[src/rtl/sram_like_mo.sv]
// sram_like_mo: multi-outstanding CPU-to-SRAM-like bridge.
//   It holds one request at a time toward the slave. Up to MAX_OUT requests that
//   are past addr_ok and still waiting for data_ok are tracked in an in-order FIFO.
//   Flush marks every tracked and pending transaction as discard. Bus handshakes
//   stay legal, and the responses of those transactions are dropped silently.
// Optional feature (macro SRAM_LIKE_MO_RALIGN_EN):
//   When defined, read data is right-aligned by the byte offset stored in the FIFO.
//   When undefined, raw rdata is returned and no offset is stored.
// Ports:
//   clk, resetn                      clock and asynchronous active-low reset
//   cpu_req/wr/sel/addr/wdata        CPU request; cpu_ready accepts it
//   flush                            discard all not-yet-returned transactions
//   cpu_resp_valid/wr/rdata          registered one-cycle response
//   busy                             request held or transactions outstanding
//   req/wr/size/addr/wdata           SRAM-like request toward the slave
//   addr_ok/data_ok/rdata            slave handshakes and read data
module sram_like_mo #(
    parameter int unsigned MAX_OUT = 2,
    parameter int unsigned CNT_W   = $clog2(MAX_OUT) + 1
) (
    input  logic        clk,
    input  logic        resetn,
    input  logic        cpu_req,
    input  logic        cpu_wr,
    input  logic [3:0]  cpu_sel,
    input  logic [31:0] cpu_addr,
    input  logic [31:0] cpu_wdata,
    output logic        cpu_ready,
    input  logic        flush,
    output logic        cpu_resp_valid,
    output logic        cpu_resp_wr,
    output logic [31:0] cpu_resp_rdata,
    output logic        busy,
    output logic        req,
    output logic        wr,
    output logic [1:0]  size,
    output logic [31:0] addr,
    output logic [31:0] wdata,
    input  logic        addr_ok,
    input  logic        data_ok,
    input  logic [31:0] rdata
);

    localparam int unsigned PTR_W = (MAX_OUT > 1) ? $clog2(MAX_OUT) : 1;

    typedef enum logic {
        IDLE = 1'b0,
        PEND = 1'b1
    } state_t;

    state_t             state;
    state_t             state_nxt;
    logic [CNT_W-1:0]   cnt;
    logic [PTR_W-1:0]   wr_ptr;
    logic [PTR_W-1:0]   rd_ptr;
    logic               pend_disc;
    logic               fifo_wr   [MAX_OUT];
    logic               fifo_disc [MAX_OUT];
`ifdef SRAM_LIKE_MO_RALIGN_EN
    logic [1:0]         fifo_off  [MAX_OUT];
`endif
    logic               accept;
    logic               push;
    logic               pop;
    logic               resp_take;
    logic [31:0]        rdata_fmt;
    logic [3:0]         sel_dec;
    logic               unused_addr_lsb;

    // Byte enables -> {size, byte offset}
    function automatic logic [3:0] sel_decode(input logic [3:0] sel);
        case (sel)
            4'b0001: return {2'd0, 2'd0};
            4'b0010: return {2'd0, 2'd1};
            4'b0100: return {2'd0, 2'd2};
            4'b1000: return {2'd0, 2'd3};
            4'b0011: return {2'd1, 2'd0};
            4'b1100: return {2'd1, 2'd2};
            default: return {2'd2, 2'd0};
        endcase
    endfunction

    // Pointer increment with explicit wrap, so it also works when MAX_OUT is 1
    function automatic logic [PTR_W-1:0] ptr_inc(input logic [PTR_W-1:0] p);
        return (p == PTR_W'(MAX_OUT - 1)) ? '0 : p + PTR_W'(1);
    endfunction

    assign sel_dec         = sel_decode(cpu_sel);
    assign unused_addr_lsb = ^cpu_addr[1:0];

    assign req       = (state == PEND);
    assign busy      = (state == PEND) | (cnt != '0);
    assign cpu_ready = (state == IDLE) & (cnt < CNT_W'(MAX_OUT)) & ~flush;
    assign accept    = cpu_req & cpu_ready;
    assign push      = (state == PEND) & addr_ok;
    // data_ok with nothing outstanding is a protocol violation and is ignored
    assign pop       = data_ok & (cnt != '0);
    // A flush in the same cycle as data_ok also discards the popped entry
    assign resp_take = pop & ~(fifo_disc[rd_ptr] | flush);

`ifdef SRAM_LIKE_MO_RALIGN_EN
    assign rdata_fmt = rdata >> {fifo_off[rd_ptr], 3'b000};
`else
    assign rdata_fmt = rdata;
`endif

    // State register
    always_ff @(posedge clk or negedge resetn) begin
        if (!resetn) begin
            state <= IDLE;
        end else begin
            state <= state_nxt;
        end
    end

    // Next state: a pending request is never withdrawn, even on flush
    always_comb begin
        state_nxt = state;
        case (state)
            IDLE: if (accept) state_nxt = PEND;
            PEND: if (addr_ok) state_nxt = IDLE;
            default: state_nxt = IDLE;
        endcase
    end

    // Request register; pend_disc remembers a flush that hit a pending request
    always_ff @(posedge clk or negedge resetn) begin
        if (!resetn) begin
            wr        <= 1'b0;
            size      <= 2'd0;
            addr      <= 32'd0;
            wdata     <= 32'd0;
            pend_disc <= 1'b0;
        end else if (accept) begin
            wr        <= cpu_wr;
            size      <= sel_dec[3:2];
            addr      <= {cpu_addr[31:2], sel_dec[1:0]};
            wdata     <= cpu_wdata;
            pend_disc <= 1'b0;
        end else if (flush && state == PEND) begin
            pend_disc <= 1'b1;
        end
    end

    // In-order tracking FIFO and outstanding counter
    always_ff @(posedge clk or negedge resetn) begin
        if (!resetn) begin
            wr_ptr <= '0;
            rd_ptr <= '0;
            cnt    <= '0;
            for (int i = 0; i < int'(MAX_OUT); i++) begin
                fifo_wr[i]   <= 1'b0;
                fifo_disc[i] <= 1'b0;
`ifdef SRAM_LIKE_MO_RALIGN_EN
                fifo_off[i]  <= 2'd0;
`endif
            end
        end else begin
            if (flush) begin
                for (int i = 0; i < int'(MAX_OUT); i++) begin
                    fifo_disc[i] <= 1'b1;
                end
            end
            if (push) begin
                fifo_wr[wr_ptr]   <= wr;
                fifo_disc[wr_ptr] <= flush | pend_disc;
`ifdef SRAM_LIKE_MO_RALIGN_EN
                fifo_off[wr_ptr]  <= addr[1:0];
`endif
                wr_ptr            <= ptr_inc(wr_ptr);
            end
            if (pop) begin
                rd_ptr <= ptr_inc(rd_ptr);
            end
            if (push && !pop) begin
                cnt <= cnt + CNT_W'(1);
            end else if (pop && !push) begin
                cnt <= cnt - CNT_W'(1);
            end
        end
    end

    // Registered response; write and discarded responses carry zero data
    always_ff @(posedge clk or negedge resetn) begin
        if (!resetn) begin
            cpu_resp_valid <= 1'b0;
            cpu_resp_wr    <= 1'b0;
            cpu_resp_rdata <= 32'd0;
        end else begin
            cpu_resp_valid <= resp_take;
            cpu_resp_wr    <= resp_take & fifo_wr[rd_ptr];
            cpu_resp_rdata <= (resp_take && !fifo_wr[rd_ptr]) ? rdata_fmt : 32'd0;
        end
    end

endmodule

[config.mk]
export PLATFORM = sky130hd
export DESIGN_NAME = sram_like_mo
export DESIGN_NICKNAME = d
export VERILOG_FILES = /design/src/rtl/sram_like_mo.sv
export SDC_FILE = /design/constraint.sdc
export NUM_CORES = 1
export LEC_CHECK = 0
export CAP_MARGIN = 20
export CORE_UTILIZATION = 41
export CTS_CLUSTER_DIAMETER = 150
export DETAILED_ROUTE_END_ITERATION = 16
export PLACE_DENSITY = 0.81
export SETUP_SLACK_MARGIN = 0.2
export SYNTH_ARGS = -nofsm -noshare
export SYNTH_HDL_FRONTEND = slang
export SYNTH_SLANG_ARGS = --single-unit
[constraint.sdc]
create_clock -name clk -period 2.05 [get_ports clk]
set_input_delay 0.41 -clock clk [delete_from_list [all_inputs] [get_ports clk]]
set_output_delay 0.41 -clock clk [all_outputs]
set_load 0.01 [all_outputs]
==> results of run 1 <==
## where the power goes
part | internal, mW | leakage [nW] | total (mW) | switching, mW
clock | 0.581 | 0.0968 | 1.35 | 0.766
combinational | 2.41 | 1.72 | 3.58 | 1.17
sequential | 2.95 | 1.39 | 3.42 | 0.471
total | 5.94 | 3.20 | 8.35 | 2.41
## worst reg2reg max path: cells and delay by family (launching register included)
family | cells | cell delay, ns
mux | 1 | 0.34
simple gates | 1 | 0.56
flops | 1 | 0.45
buf+inv | 2 | 0.37
## per-stage QoR
step / cell area (um^2) / power [mW] / std cells / setup TNS [ns] / util (%)
after floorplan: 4340 / 5.08 / 264 / 0 / -
after global placement: 6610 / 6.90 / 604 / -4.54 / 64.3
after detailed placement: 6610 / 7.00 / 604 / -5.82 / 64.3
after CTS: 6850 / 8.41 / 624 / 0 / 66.7
after global routing: 6880 / 8.78 / 625 / 0 / 67.0
final: 6880 / 8.35 / 625 / 0 / 67.0
## registers in the layout (all words and copies together), names as in the netlist
signal          flops
addr               32
wr                  1
fifo_wr             2
req                 1
size                2
wdata              32
pend_disc           1
cpu_resp_valid      1
wr_ptr              1
cpu_resp_wr         1
rd_ptr              1
cnt                 2
cpu_resp_rdata     32
fifo_disc           2
## cells in the mapped netlist
| cell type | instances |
|---|---|
| clkbuf_1 | 3 |
| nor4_2 | 1 |
| ha_1 | 1 |
| xnor2_1 | 4 |
| xor2_1 | 3 |
| or3_1 | 1 |
| nand2_1 | 6 |
| o21ai_1 | 1 |
| mux2_4 | 61 |
| nor2_1 | 5 |
| mux2_2 | 6 |
| o211ai_1 | 1 |
| nand3_1 | 1 |
| dfrtp_1 | 111 |
| inv_1 | 4 |
| o41ai_2 | 2 |
| o311ai_0 | 1 |
| a31oi_1 | 1 |
| and2_1 | 34 |
| nor4bb_1 | 1 |
| or4b_1 | 1 |
| buf_4 | 1 |
| buf_6 | 7 |
| nor3_1 | 2 |
| a21oi_1 | 1 |
| o21ai_0 | 4 |
## cell usage in the layout, fill, tap and decap left out, types with 3 or more instances in the layout
master             n
buf_4              7
buf_12             3
xnor2_1            4
inv_6              3
xor2_1             3
nand2_1            6
o21ai_0            4
mux2_2             6
dfrtp_1          109
inv_1              4
and2_1            34
nor2_1             5
clkbuf_8           9
mux2_4            61
clkdlybuf4s50_1  204
## routing by layer
layer | up-vias | global-route usage, %
met4 | 0 | 8.15
met3 | 20 | 6.43
met5 | - | 0
met2 | 140 | 31.8
met1 | 1427 | 24.1
li1 | 1331 | -
## cells by family (layout without fill, tap and decap cells)
family	Yosys count	in the layout	synth area share [%]
AOI/OAI and AO/OA	11	11	1.96
DFF	111	111	64.0
adders and majority gates	1	1	0.288
buffers and inverters	15	240	2.59
xor gates and xnor gates	7	7	1.41
and+or+nand+nor	52	52	7.09
muxes	67	67	22.7
## path summary, 6_finish.rpt
| check | startpoint | endpoint | cells after the start |
|---|---|---|---|
| min in group clk | size[1]$_DFFE_PN0P_ | size[1]$_DFFE_PN0P_ | 2 |
| max reg2reg | req$_DFF_PN0_ | addr[22]$_DFFE_PN0P_ | 4 |
| min | resetn | addr[18]$_DFFE_PN0P_ | 2 |
| min reg2reg | size[1]$_DFFE_PN0P_ | size[1]$_DFFE_PN0P_ | 2 |
| max in group asynchronous | resetn | cnt[1]$_DFFE_PN0P_ | 3 |
| max | flush | addr[22]$_DFFE_PN0P_ | 4 |
## area by class of cell
type / instances / area (um^2) / area share (%)
sequential: 111 / 2780 / 40.4
clock inverter: 7 / 80.1 / 1.16
inverter: 4 / 15.0 / 0.218
clock buffer: 9 / 124 / 1.80
timing repair buffer: 220 / 2240 / 32.6
tap: 136 / 170 / 2.47
multi-input combinational: 138 / 1470 / 21.3
## repair_timing
action,in CTS,in global routing
setup buffers,3,0
resized for setup,6,5
hold endpoints to repair,20,0
endpoints found under the setup margin,3,40
pin swaps,0,1
cloned,0,1
hold buffers,1,0
==> flow_summary.yaml, run 1 <==
clock_network:
  clkTransAtPathRegs_ns: 0.10
  htreeDepth: 3
  cts_buffers: 9
  root_buffer: "clkbuf_8"
  cts_tree: "built"
  clk_latency_ns: 0.37
  clock-sinks: 111
  clk_path_buf_depth: 2
routing:
  wl_met2_um: 5020
  dr.pass1.iters: 4
  wl_um: 10400
  viasPerCell: 4.67
  post_drt_wl_per_cell_um: 16.6
  drt_iter0_markers: 70
  drtAntennaViolNets: 0
  wl_met3_um: 829
  drc: 0
  vias: 2918
  top_layer: "met4"
  wl_met1_um: 4290
critical_path:
  endpoint_kind: "flip-flop"
  r2r_slack_ns: 0.22
  critPathBufInv: 2
  critPathMaxStageDelay_ns: 0.64
  cp_data_arrival_time_ns: 2.09
  cp_cell_sequence: "clkdlybuf4s50_1 > or4b_4 > buf_12 > mux2_4"
  cp_top_family: "buffers and inverters"
  cp.required_ns: 2.30
  start_kind: "input port"
  worstPathMaxFanout: 34
  criticalPathCategory: "input port to flip-flop"
  slowest_stage: "or4b_4"
logic_synthesis:
  synth-seq-cells: 111
  syn-cell-area_mm2: 0.00434
  syn_inst: 264
  ys_seq_area_share_pct: 64.0
  yosysWarnings: 0
  syn_nets: 372
  yosys.area.top_type: "dfrtp_1"
  synth.area.top_cells: "dfrtp_1, mux2_4, and2_1, buf_6, mux2_2"
  yosys.area.top_type_share_pct: 64.0
  avgSynthCellArea_um2: 16.4
  yosys.cell_types.count: 26
sta:
  maxSlewViolCount: 0
  finalSetupViolations: 0
  max_freq_mhz: 544
  min_period_ns: 1.84
  fin_skew_ns: 0.00936
  rsz0062_at_grt: "true"
  worst_pin_slew_ns: 0.484
  slew_headroom_pct: 67.5
  worst_slack_ns: 0.212
  period_share_pct: 89.6
  finalHoldViolCount: 0
  hold_slack_ns: 0.472
place:
  place_ws_ns: -0.109
  portBuffers: 208
  hpwl_um: 7570
  place_congestion: 0.736
floorplan:
  dieArea_mm2: 0.0110
  die_h_um: 105
  fp.dieW_um: 105
  start_util_pct: 42.2
  num_rows: 37
  io_pins: 211
  coreArea_mm2: 0.0103
run_status:
  outcome: "complete, no violations"
pwr:
  p_leak_nw: 3.20
  ir_drop_mv: 0.693
  cellPowerDensity_mw_per_mm2: 1210
global_routing:
  grt_pass1_wl_um: 16600
  grt_start_max_net_pins: 59
  antenna_found_initial: 0
  grt-ovfl-total: 0
  grt_pass1_vias: 3143
  track_usage_pct: 19.6
hold_path:
  hp-class: "input port to asynchronous set/reset pin"
cells_and_area:
  drive_gt1_share_pct: 21.1
  syn2layout_area_growth_pct: 58.5
  diodes: 0
  nFillCells: 746
  nNetsFinal: 592
job:
  cap_viol_max_count: 0
(Power assumes the default switching activity.)
==> inputs of run 2 (changes only) <==
--- a/config.mk
+++ b/config.mk
@@ -11,6 +11,7 @@
 export DETAILED_ROUTE_END_ITERATION = 16
 export PLACE_DENSITY = 0.81
 export SETUP_SLACK_MARGIN = 0.2
+export SKIP_LAST_GASP = 1
 export SYNTH_ARGS = -nofsm -noshare
 export SYNTH_HDL_FRONTEND = slang
 export SYNTH_SLANG_ARGS = --single-unit
==> results of run 2 <==
The final DEF is identical to that of run 1; final timing and power are the same.
